[config.mk]
export PLATFORM = sky130hd
export DESIGN_NAME = led_pattern_gen
export DESIGN_NICKNAME = d
export VERILOG_FILES = /design/src/rtl/led_pattern_gen.sv
export SDC_FILE = /design/constraint.sdc
export NUM_CORES = 1
export LEC_CHECK = 0
export ABC_AREA = 0
export CAP_MARGIN = 20
export CORE_MARGIN = 3
export CORE_UTILIZATION = 45
export CTS_BUF_LIST = sky130_fd_sc_hd__clkbuf_4 sky130_fd_sc_hd__clkbuf_8
export CTS_CLUSTER_DIAMETER = 150
export DETAILED_ROUTE_END_ITERATION = 16
export GPL_TIMING_DRIVEN = 0
export PLACE_DENSITY = 0.66
export SLEW_MARGIN = 20
export SYNTH_ARGS = -nofsm -noshare
export SYNTH_HDL_FRONTEND = slang
export SYNTH_SLANG_ARGS = --single-unit
[constraint.sdc]
create_clock -name sys_clk -period 2.8 [get_ports sys_clk]
set_input_delay 0.7 -clock sys_clk [delete_from_list [all_inputs] [get_ports sys_clk]]
set_output_delay 0.7 -clock sys_clk [all_outputs]
set_load 0.01 [all_outputs]
[src/rtl/led_pattern_gen.sv]
// -----------------------------------------------------------------------------
// led_pattern_gen
//
// Purpose: drives a bank of LEDs with one of four patterns, all derived from a
// single free-running counter:
//   mode 0 PRIORITY - counter taps, at most one LED lit, channel 0 wins
//   mode 1 CHASE    - one-hot pattern rotated left on every tick
//   mode 2 BINARY   - top counter bits shown directly
//   mode 3 PWM      - all LEDs follow (counter[7:0] < duty)
//
// Ports:
//   sys_clk   in   1         only clock
//   sys_rst   in   1         synchronous active-high reset
//   mode_sel  in   2         requested mode
//   mode_load in   1         one-cycle strobe capturing mode_sel and duty
//   duty      in   8         PWM duty (0 = off, 255 = on 255 of 256 cycles)
//   leds      out  NUM_LEDS  registered LED drive, active-high
//   tick      out  1         registered one-cycle pulse every 2^(TICK_BIT+1)
//
// Configuration macro: LED_PATTERN_PWM_EN
//   defined   - mode 3 produces the PWM pattern (duty is captured)
//   undefined - duty is ignored, no duty register or comparator, mode 3 = off
// -----------------------------------------------------------------------------
module led_pattern_gen #(
  parameter int NUM_LEDS  = 3,
  parameter int CNT_WIDTH = 24,
  parameter int TAP_BASE  = 8,
  parameter int TAP_STEP  = 4,
  parameter int TICK_BIT  = 20
) (
  input  logic                sys_clk,
  input  logic                sys_rst,
  input  logic [1:0]          mode_sel,
  input  logic                mode_load,
  input  logic [7:0]          duty,
  output logic [NUM_LEDS-1:0] leds,
  output logic                tick
);

  typedef enum logic [1:0] {
    MODE_PRIORITY = 2'd0,
    MODE_CHASE    = 2'd1,
    MODE_BINARY   = 2'd2,
    MODE_PWM      = 2'd3
  } mode_t;

  localparam logic [NUM_LEDS-1:0] CHASE_INIT = NUM_LEDS'(1);

  logic [CNT_WIDTH-1:0] counter_q;
  mode_t                mode_q;
  logic [NUM_LEDS-1:0]  chase_q;
  logic [NUM_LEDS-1:0]  taps;
  logic [NUM_LEDS-1:0]  prio_leds;
  logic [NUM_LEDS-1:0]  chase_rot;
  logic [NUM_LEDS-1:0]  next_leds;
  logic                 prio_hit;

`ifdef LED_PATTERN_PWM_EN
  logic [7:0] duty_q;
  logic       pwm_on;

  assign pwm_on = (counter_q[7:0] < duty_q);
`else
  logic unused_duty;

  assign unused_duty = ^duty;
`endif

  // Each channel watches its own counter bit; higher channels use slower bits.
  for (genvar g = 0; g < NUM_LEDS; g++) begin : g_taps
    assign taps[g] = counter_q[TAP_BASE + g*TAP_STEP];
  end

  // Lowest-index active tap wins, so no more than one LED is ever lit.
  always_comb begin
    prio_leds = '0;
    prio_hit  = 1'b0;
    for (int k = 0; k < NUM_LEDS; k++) begin
      if (!prio_hit && taps[k]) begin
        prio_leds[k] = 1'b1;
        prio_hit     = 1'b1;
      end
    end
  end

  // Rotate-left by one written per bit so a single-channel build still works.
  always_comb begin
    chase_rot = '0;
    for (int k = 0; k < NUM_LEDS; k++) begin
      chase_rot[(k + 1) % NUM_LEDS] = chase_q[k];
    end
  end

  // Pattern selection uses the current mode and counter; the result is
  // registered, giving every mode the same one-cycle latency.
  always_comb begin
    next_leds = '0;
    case (mode_q)
      MODE_PRIORITY: next_leds = prio_leds;
      MODE_CHASE:    next_leds = chase_q;
      MODE_BINARY:   next_leds = counter_q[CNT_WIDTH-1 -: NUM_LEDS];
`ifdef LED_PATTERN_PWM_EN
      MODE_PWM:      next_leds = {NUM_LEDS{pwm_on}};
`else
      MODE_PWM:      next_leds = '0;
`endif
      default:       next_leds = '0;
    endcase
  end

  // Counter, mode registers, chase state and registered outputs. A CHASE load
  // restarts the chase and takes precedence over a tick in the same cycle.
  always_ff @(posedge sys_clk) begin
    if (sys_rst) begin
      counter_q <= '0;
      mode_q    <= MODE_PRIORITY;
      chase_q   <= CHASE_INIT;
      leds      <= '0;
      tick      <= 1'b0;
`ifdef LED_PATTERN_PWM_EN
      duty_q    <= 8'd0;
`endif
    end else begin
      counter_q <= counter_q + 1'b1;
      tick      <= &counter_q[TICK_BIT:0];
      leds      <= next_leds;
      if (mode_load) begin
        mode_q <= mode_t'(mode_sel);
`ifdef LED_PATTERN_PWM_EN
        duty_q <= duty;
`endif
      end
      if (mode_load && (mode_sel == MODE_CHASE)) begin
        chase_q <= CHASE_INIT;
      end else if (tick && (mode_q == MODE_CHASE)) begin
        chase_q <= chase_rot;
      end
    end
  end

endmodule

Word-level counts from Yosys, hierarchy flattened:

Cells that the tools add are included.

* bits in registers: 33
* output and inout bits: 4

* multiplexer cells: 5
* reduce and logical (&&, ||, !) cells: 9
* eq/ne operators: 4
* add/sub/neg operators: 1

Operators with widths (number)
* adder 24 x 1 -> 24 bit (second input constant): 1
* AND reduction 21 bit: 1
* case mux 3 bit (4 select lines): 1
* == test 2 x 1 -> 1 bit (second input constant): 2
* == test 2 bit (second input constant): 2
* logical AND 1 bit: 4
* two-way mux 1 bit: 4
* zero test 1 bit: 2
* zero test 2 bit: 1
* OR reduction 2 bit: 1

Logic depth before layout (Yosys ltp):

Gate-level depths: netlist (run 1).

* depth after elaboration: 8
* gate-level depth with buffers: 6
* depth with buffers taken out: 5

Least setup slack after synthesis (run 1):

OpenSTA, ideal clock, no wires.

* path type: reg2reg
* start point: register counter_q[0]
* end point: register counter_q[22]
* setup slack: 1.317 ns
* cell stages (with the launch flop): 7
* setup time: 0.070 ns
* buffers on the path: 1
* data required time: 2.730 ns
* clock period less this slack: 1.483 ns
* arrival time: 1.413 ns
* cell sequence: dfxtp_1 > ha_1 > and4_1 > buf_4 > nand4_1 > or3_1 > a21oi_1

* word-level cells in the longest chain between the ends: 1

RTL lines
* start: declaration: RTL line 49 `logic [CNT_WIDTH-1:0] counter_q;`
* start signal: assignment: RTL line 124 `counter_q <= counter_q + 1'b1;`
* adder 24 x 1 -> 24 bit: RTL line 124

Every way passes these cells.
A chain may end at the register's enable or synchronous reset.

Worst setup path in the final report (run 1):

* start point: register tick
* end point: output port tick

RTL lines
* start: declaration: RTL line 37 `output logic tick`
* start signal: assignment: RTL line 125 `tick <= &counter_q[TICK_BIT:0];`

No word-level cell between the ends.

==> flow_metrics.py, run 1 <==
metrics = {
    "die": {
        "io_pins": 17,
        "dieArea_um2": 3930,
        "rows": 19,
        "die_w_um": 62.7,
        "start_util_pct": 49.8,
        "fp.dieH_um": 62.7,
        "core_um2": 2900,
    },
    "cells_and_area": {
        "area_delta_synth_final_pct": 13.2,
        "multiInputGateArea_um2": 724,
        "post-route-cell-area_um2": 1640,
        "fillers": 289,
        "regArea_um2": 661,
        "diodes": 0,
        "nNetsFinal": 182,
        "drive_gt1_share_pct": 9.52,
    },
    "global_route": {
        "grt_pass1_vias": 1072,
        "overflow": 0,
        "grt_usage_pct": 14.6,
        "grt_pass1_wl_um": 4650,
        "antenna_found_initial": 0,
        "grt_max_degree": 11,
    },
    "logic_synthesis": {
        "synth_top_area_share_pct": 45.7,
        "synth_edf_count": 0,
        "synth_top_flop_cell": "dfxtp_1",
        "yosysSeqAreaShare_pct": 45.7,
        "yosys_warnings": 0,
        "ys_types": 30,
        "ys_ff_latch": 33,
        "synth_area_um2": 1450,
        "syn_nets": 167,
        "post-synth-top-area-cell": "dfxtp_1",
        "synth_area_leaders": "dfxtp_1 (46%), xor2_1 (7.9%), nor2_1 (6.5%)",
        "postSynthCellCount": 153,
        "syn_avg_cell_area_um2": 9.45,
        "synth-async-reset-ratio_pct": 0,
    },
    "setup_path": {
        "crit_fanout": 2,
        "crit_chain": "clkdlybuf4s50_1",
        "crit_family": "buffers and inverters",
        "slowest_stage": "clkdlybuf4s50_1",
        "required_ns": 2.10,
        "endpoint_kind": "primary output",
        "rr_worst_depth": 6,
        "cp_num_buf_inv": 1,
        "r2r_slack_ns": 1.16,
        "critPathLaunchType": "flip-flop",
        "r2r-start": "counter_q[0]",
        "worstPathArrival_ns": 1.19,
        "path_class": "reg -> out",
        "rr_endpoint": "counter_q[22]",
        "cpPeakStageDelay_ns": 0.54,
    },
    "timing": {
        "setup_viol": 0,
        "clock.fmax_ghz": 0.529,
        "rsz0062_at_grt": "no",
        "slew_violations": 0,
        "max_slew_margin_pct": 70.0,
        "tns_ns": 0,
        "hold_viol": 0,
        "finalCritPeriodShare_pct": 67.5,
        "tightest_slew_ns": 0.450,
        "fin_crit_ns": 1.89,
        "fin_ws_ns": 0.911,
        "skew_ns": 0.00665,
    },
    "clocking": {
        "cts_buffer_depth": 2,
        "insertion_delay_ns": 0.31,
        "cts_setup_buffers": 0,
        "cts_inserted_buffers": 5,
        "cts_hold_buf": 0,
        "htreeDepth": 2,
        "path_clk_slew_ns": 0.09,
        "root_buffer": "clkbuf_4",
        "cts_resized": 0,
        "cts_sinks": 33,
        "cts_tree": "done",
    },
    "routing": {
        "post_drt_wl_per_cell_um": 12.3,
        "antenna_left": 0,
        "drt_iter0_drc": 28,
        "drt-pass1-iter-count": 4,
        "drc": 0,
        "vias": 1110,
        "vias_per_cell": 5.29,
        "routed_wl_um": 2580,
    },
    "place": {
        "hpwl_um": 1900,
        "gp_congestion": 0.766,
        "post_dp_cell_area_um2": 1580,
        "dp_slack_ns": 0.934,
        "portBuffers": 8,
    },
    "pwr": {
        "p_leak_nw": 0.632,
        "power-per-cell-area_nw_per_um2": 477,
        "combPwrFrac_pct": 3.9,
        "p_int_uw": 619,
        "vdd_drop_max_uv": 305,
        "power_frac_clock_pct": 34.5,
        "p_sw_share_pct": 20.8,
        "power_frac_seq_pct": 61.6,
        "p_sw_uw": 163,
    },
    "min_path": {
        "worstHoldEndpoint": "counter_q[0]",
        "hold_depth": 1,
        "hp-start": "counter_q[0]",
        "min_path_type": "reg -> reg",
    },
    "job": {
        "cap_violations": 0,
    },
    "status": {
        "status": "finished, final reports clean",
    },
}
-- kinds of logic after synthesis --
family	after synthesis	synth area share [%]
AOI/OAI and AO/OA	22	9.00
xor gates and xnor gates	15	9.09
adders and majority gates	1	0.866
buffers and inverters	9	4.16
DFF	33	45.7
muxes	4	2.77
and+or+nand+nor	69	28.4
-- worst max-delay path by stage --
| stage | from | endpoint | slack (ns) | cells past startpoint |
|---|---|---|---|---|
| floorplan | counter_q[0] | counter_q[22] | 1.32 | 6 |
| global placement | sys_rst | counter_q[4] | 0.94 | 3 |
| detailed placement | sys_rst | counter_q[10] | 0.93 | 3 |
| CTS | tick | tick | 0.90 | 1 |
| global route | tick | tick | 0.87 | 1 |
| finish | tick | tick | 0.91 | 1 |
-- cells in the final DEF, fill, tap and decap left out, types with 2 or more instances in the layout --
cell,count
dfxtp_1,33
nor2_1,25
xor2_1,13
a21oi_1,9
clkdlybuf4s50_1,8
nand3_1,7
nand4_1,7
o21ai_0,7
or3_1,7
clkbuf_4,6
nand2_1,5
mux2i_1,4
and4_1,4
and3_1,3
buf_4,3
nand4_4,3
clkbuf_1,2
xnor2_1,2
buf_6,2
nor2b_1,2
inv_1,2
a2bb2oi_1,2
and2_1,2
-- synthesized netlist by cell type (all sizes together) (2+ instances only) --
master and n:
and4 5, a2bb2oi 2, nand4 10, nor2 25, xor2 13, nand2 5, and3 3, nand3 7
o21ai 7, clkbuf 2, buf 5, xnor2 2, a21oi 9, or3 7, inv 2, dfxtp 33
nor2b 2, mux2i 4, and2 2
-- final cells by class --
class,instances,share of cell area [%]
plain buffers,7,3.21
clock buffers,7,3.59
inverters,2,0.459
multi-input cells,111,44.3
flip-flops and latches,33,40.4
well taps,42,3.21
repair buffers,8,4.89
-- power by group through the flow --
stage | sequential, mW | combinational (mW) | clock (mW)
floorplan | 0.491 | 0.0184 | 0
global placement | 0.492 | 0.0307 | 0
detailed placement | 0.492 | 0.0309 | 0
CTS | 0.481 | 0.0314 | 0.279
global route | 0.482 | 0.0346 | 0.298
finish | 0.481 | 0.0307 | 0.270
-- routing by layer --
layer	GRT usage, %	vias to the layer above	part of all wire (%)
met1	18.1	524	50
met2	23.7	11	45
met5	0	-	0
li1	-	570	-
met4	5.79	0	1.5
met3	4.32	5	3.5
-- through the flow --
stage	hold WS [ns]	cells	power (mW)	util, %
floorplan	0.426	153	0.509	-
global placement	0.441	203	0.522	54.4
detailed placement	0.456	203	0.523	54.4
CTS	0.478	210	0.791	56.4
global route	0.513	210	0.815	56.4
finish	0.474	210	0.781	56.4
-- flip-flops by register name, indices dropped and copies added, names as in the netlist --
| signal | cells |
|---|---|
| mode_q | 2 |
| chase_q | 3 |
| tick | 1 |
| leds | 3 |
| counter_q | 24 |
Note: power is estimated with default switching activity, not from simulation.
==> inputs of run 2 (changes only) <==
PLACE_DENSITY = 0.69   (was 0.66)
clock period = 1.65 ns   (was 2.8 ns; I/O delays follow)
==> flow_metrics.py, run 2 (synthesis results as in run 1) <==
metrics = {
    "cells_and_area": {
        "drive_gt1_share_pct": 12.9,
        "post-route-cell-area_um2": 1660,
        "final_cell_mix": "dfxtp_1 (31), nor2_1 (25), xor2_1 (13)",
        "postLayoutCoreUtil_pct": 57.2,
        "regMostFlops": "counter_q",
        "nNetsFinal": 184,
        "multiInputGateArea_um2": 727,
        "reg_top3": "counter_q x24, chase_q x3, leds x3",
        "final_common_cell": "dfxtp_1",
        "regArea_um2": 663,
        "largest_register_ffs": 24,
        "area_delta_synth_final_pct": 14.9,
        "fillers": 274,
        "diodes": 0,
    },
    "job": {
        "cap_violations": 0,
    },
    "clocking": {
        "path_clk_slew_ns": 0.10,
        "cts_tree": "done",
        "cts_inserted_buffers": 5,
        "root_buffer": "clkbuf_4",
        "insertion_delay_ns": 0.33,
        "cts_buffer_depth": 2,
        "htreeDepth": 2,
        "cts_sinks": 33,
    },
    "min_path": {
        "min_path_type": "reg -> reg",
    },
    "pwr": {
        "power-per-cell-area_nw_per_um2": 787,
        "p_leak_nw": 0.695,
        "p_total_mw": 1.31,
        "vdd_drop_max_uv": 526,
    },
    "routing": {
        "antenna_left": 0,
        "vias_per_cell": 5.20,
        "vias": 1108,
        "post_drt_wl_per_cell_um": 12.4,
        "routed_wl_um": 2650,
        "drc": 0,
        "drt-pass1-iter-count": 4,
        "drt_iter0_drc": 39,
    },
    "global_route": {
        "antenna_found_initial": 0,
        "overflow": 0,
        "grt_max_degree": 11,
        "grt_pass1_vias": 1060,
        "grt_usage_pct": 15.2,
        "grt_pass1_wl_um": 4720,
    },
    "status": {
        "status": "finished, final reports clean",
    },
    "setup_path": {
        "crit_family": "buffers and inverters",
        "crit_chain": "clkdlybuf4s50_1",
        "slowest_stage": "clkdlybuf4s50_1",
        "critPathLaunchType": "flip-flop",
        "endpoint_kind": "primary output",
        "worstPathArrival_ns": 1.17,
        "cpPeakStageDelay_ns": 0.52,
        "path_class": "reg -> out",
        "required_ns": 1.24,
        "crit_fanout": 1,
        "cp_num_buf_inv": 1,
    },
    "die": {
        "rows": 19,
        "die_w_um": 62.7,
        "fp.dieH_um": 62.7,
        "dieArea_um2": 3930,
        "core_um2": 2900,
        "io_pins": 17,
        "start_util_pct": 49.8,
    },
    "timing": {
        "clock.fmax_ghz": 0.631,
        "hold_viol": 0,
        "finalCritPeriodShare_pct": 96.0,
        "tns_ns": 0,
        "setup_viol": 0,
        "fin_crit_ns": 1.58,
        "tightest_slew_ns": 0.450,
        "slew_violations": 0,
        "max_slew_margin_pct": 70.0,
        "rsz0062_at_grt": "no",
        "skew_ns": 0.0103,
    },
    "place": {
        "post_dp_cell_area_um2": 1580,
        "gp_congestion": 0.795,
        "hpwl_um": 1910,
        "portBuffers": 8,
    },
}
[run 2: metrics by stage]
step / std cells / hold slack, ns / setup slack [ns]
after floorplan: 153 / 0.426 / 0.167
after global placement: 203 / 0.442 / 0.0886
after detailed placement: 203 / 0.473 / 0.0207
after CTS: 211 / 0.491 / 0.00342
after global routing: 213 / 0.545 / 0.00409
final: 213 / 0.502 / 0.0662
[run 2: final timing paths]
kind                  from             to  slack [ns]  cells past startpoint
min reg2reg  counter_q[23]  counter_q[23]        0.50                      2
max reg2reg   counter_q[1]  counter_q[18]        0.12                      6
min          counter_q[23]  counter_q[23]        0.50                      2
max                leds[2]        leds[2]        0.07                      1
[run 2: layout make-up]
cell class / instances / area share (%)
clock inverters: 2 / 0.603
inverters: 2 / 0.452
multi-input cells: 111 / 43.8
clock buffers: 6 / 2.71
repair buffers: 10 / 6.18
plain buffers: 7 / 3.17
well taps: 42 / 3.17
flip-flops and latches: 33 / 39.9
[run 2: metal layers]
layer  track usage, %  wire (µm)
met2             24.6       1250
met3             5.94         96
met4             5.79         43
met5                0          0
met1             18.2       1260
[run 2: repair_timing]
| action | 4_1_cts | 5_1_grt |
|---|---|---|
| endpoints found under the hold margin | 0 | 0 |
| buffers inserted | 0 | 2 |
| setup endpoints to repair | 0 | 6 |
| gates resized for setup | 0 | 6 |
| hold buffers | 0 | 0 |
[run 2: worst min-delay path, delay by kind of cell (launching register included)]
family,cells,cell delay (ns)
flops,1,0.34
compound gates,2,0.13
[run 2: power by group]
| part | leakage, nW | internal, mW | switching, mW |
|---|---|---|---|
| sequential | 0.267 | 0.807 | 0.00966 |
| combinational | 0.393 | 0.0287 | 0.0273 |
| clock | 0.0354 | 0.179 | 0.256 |
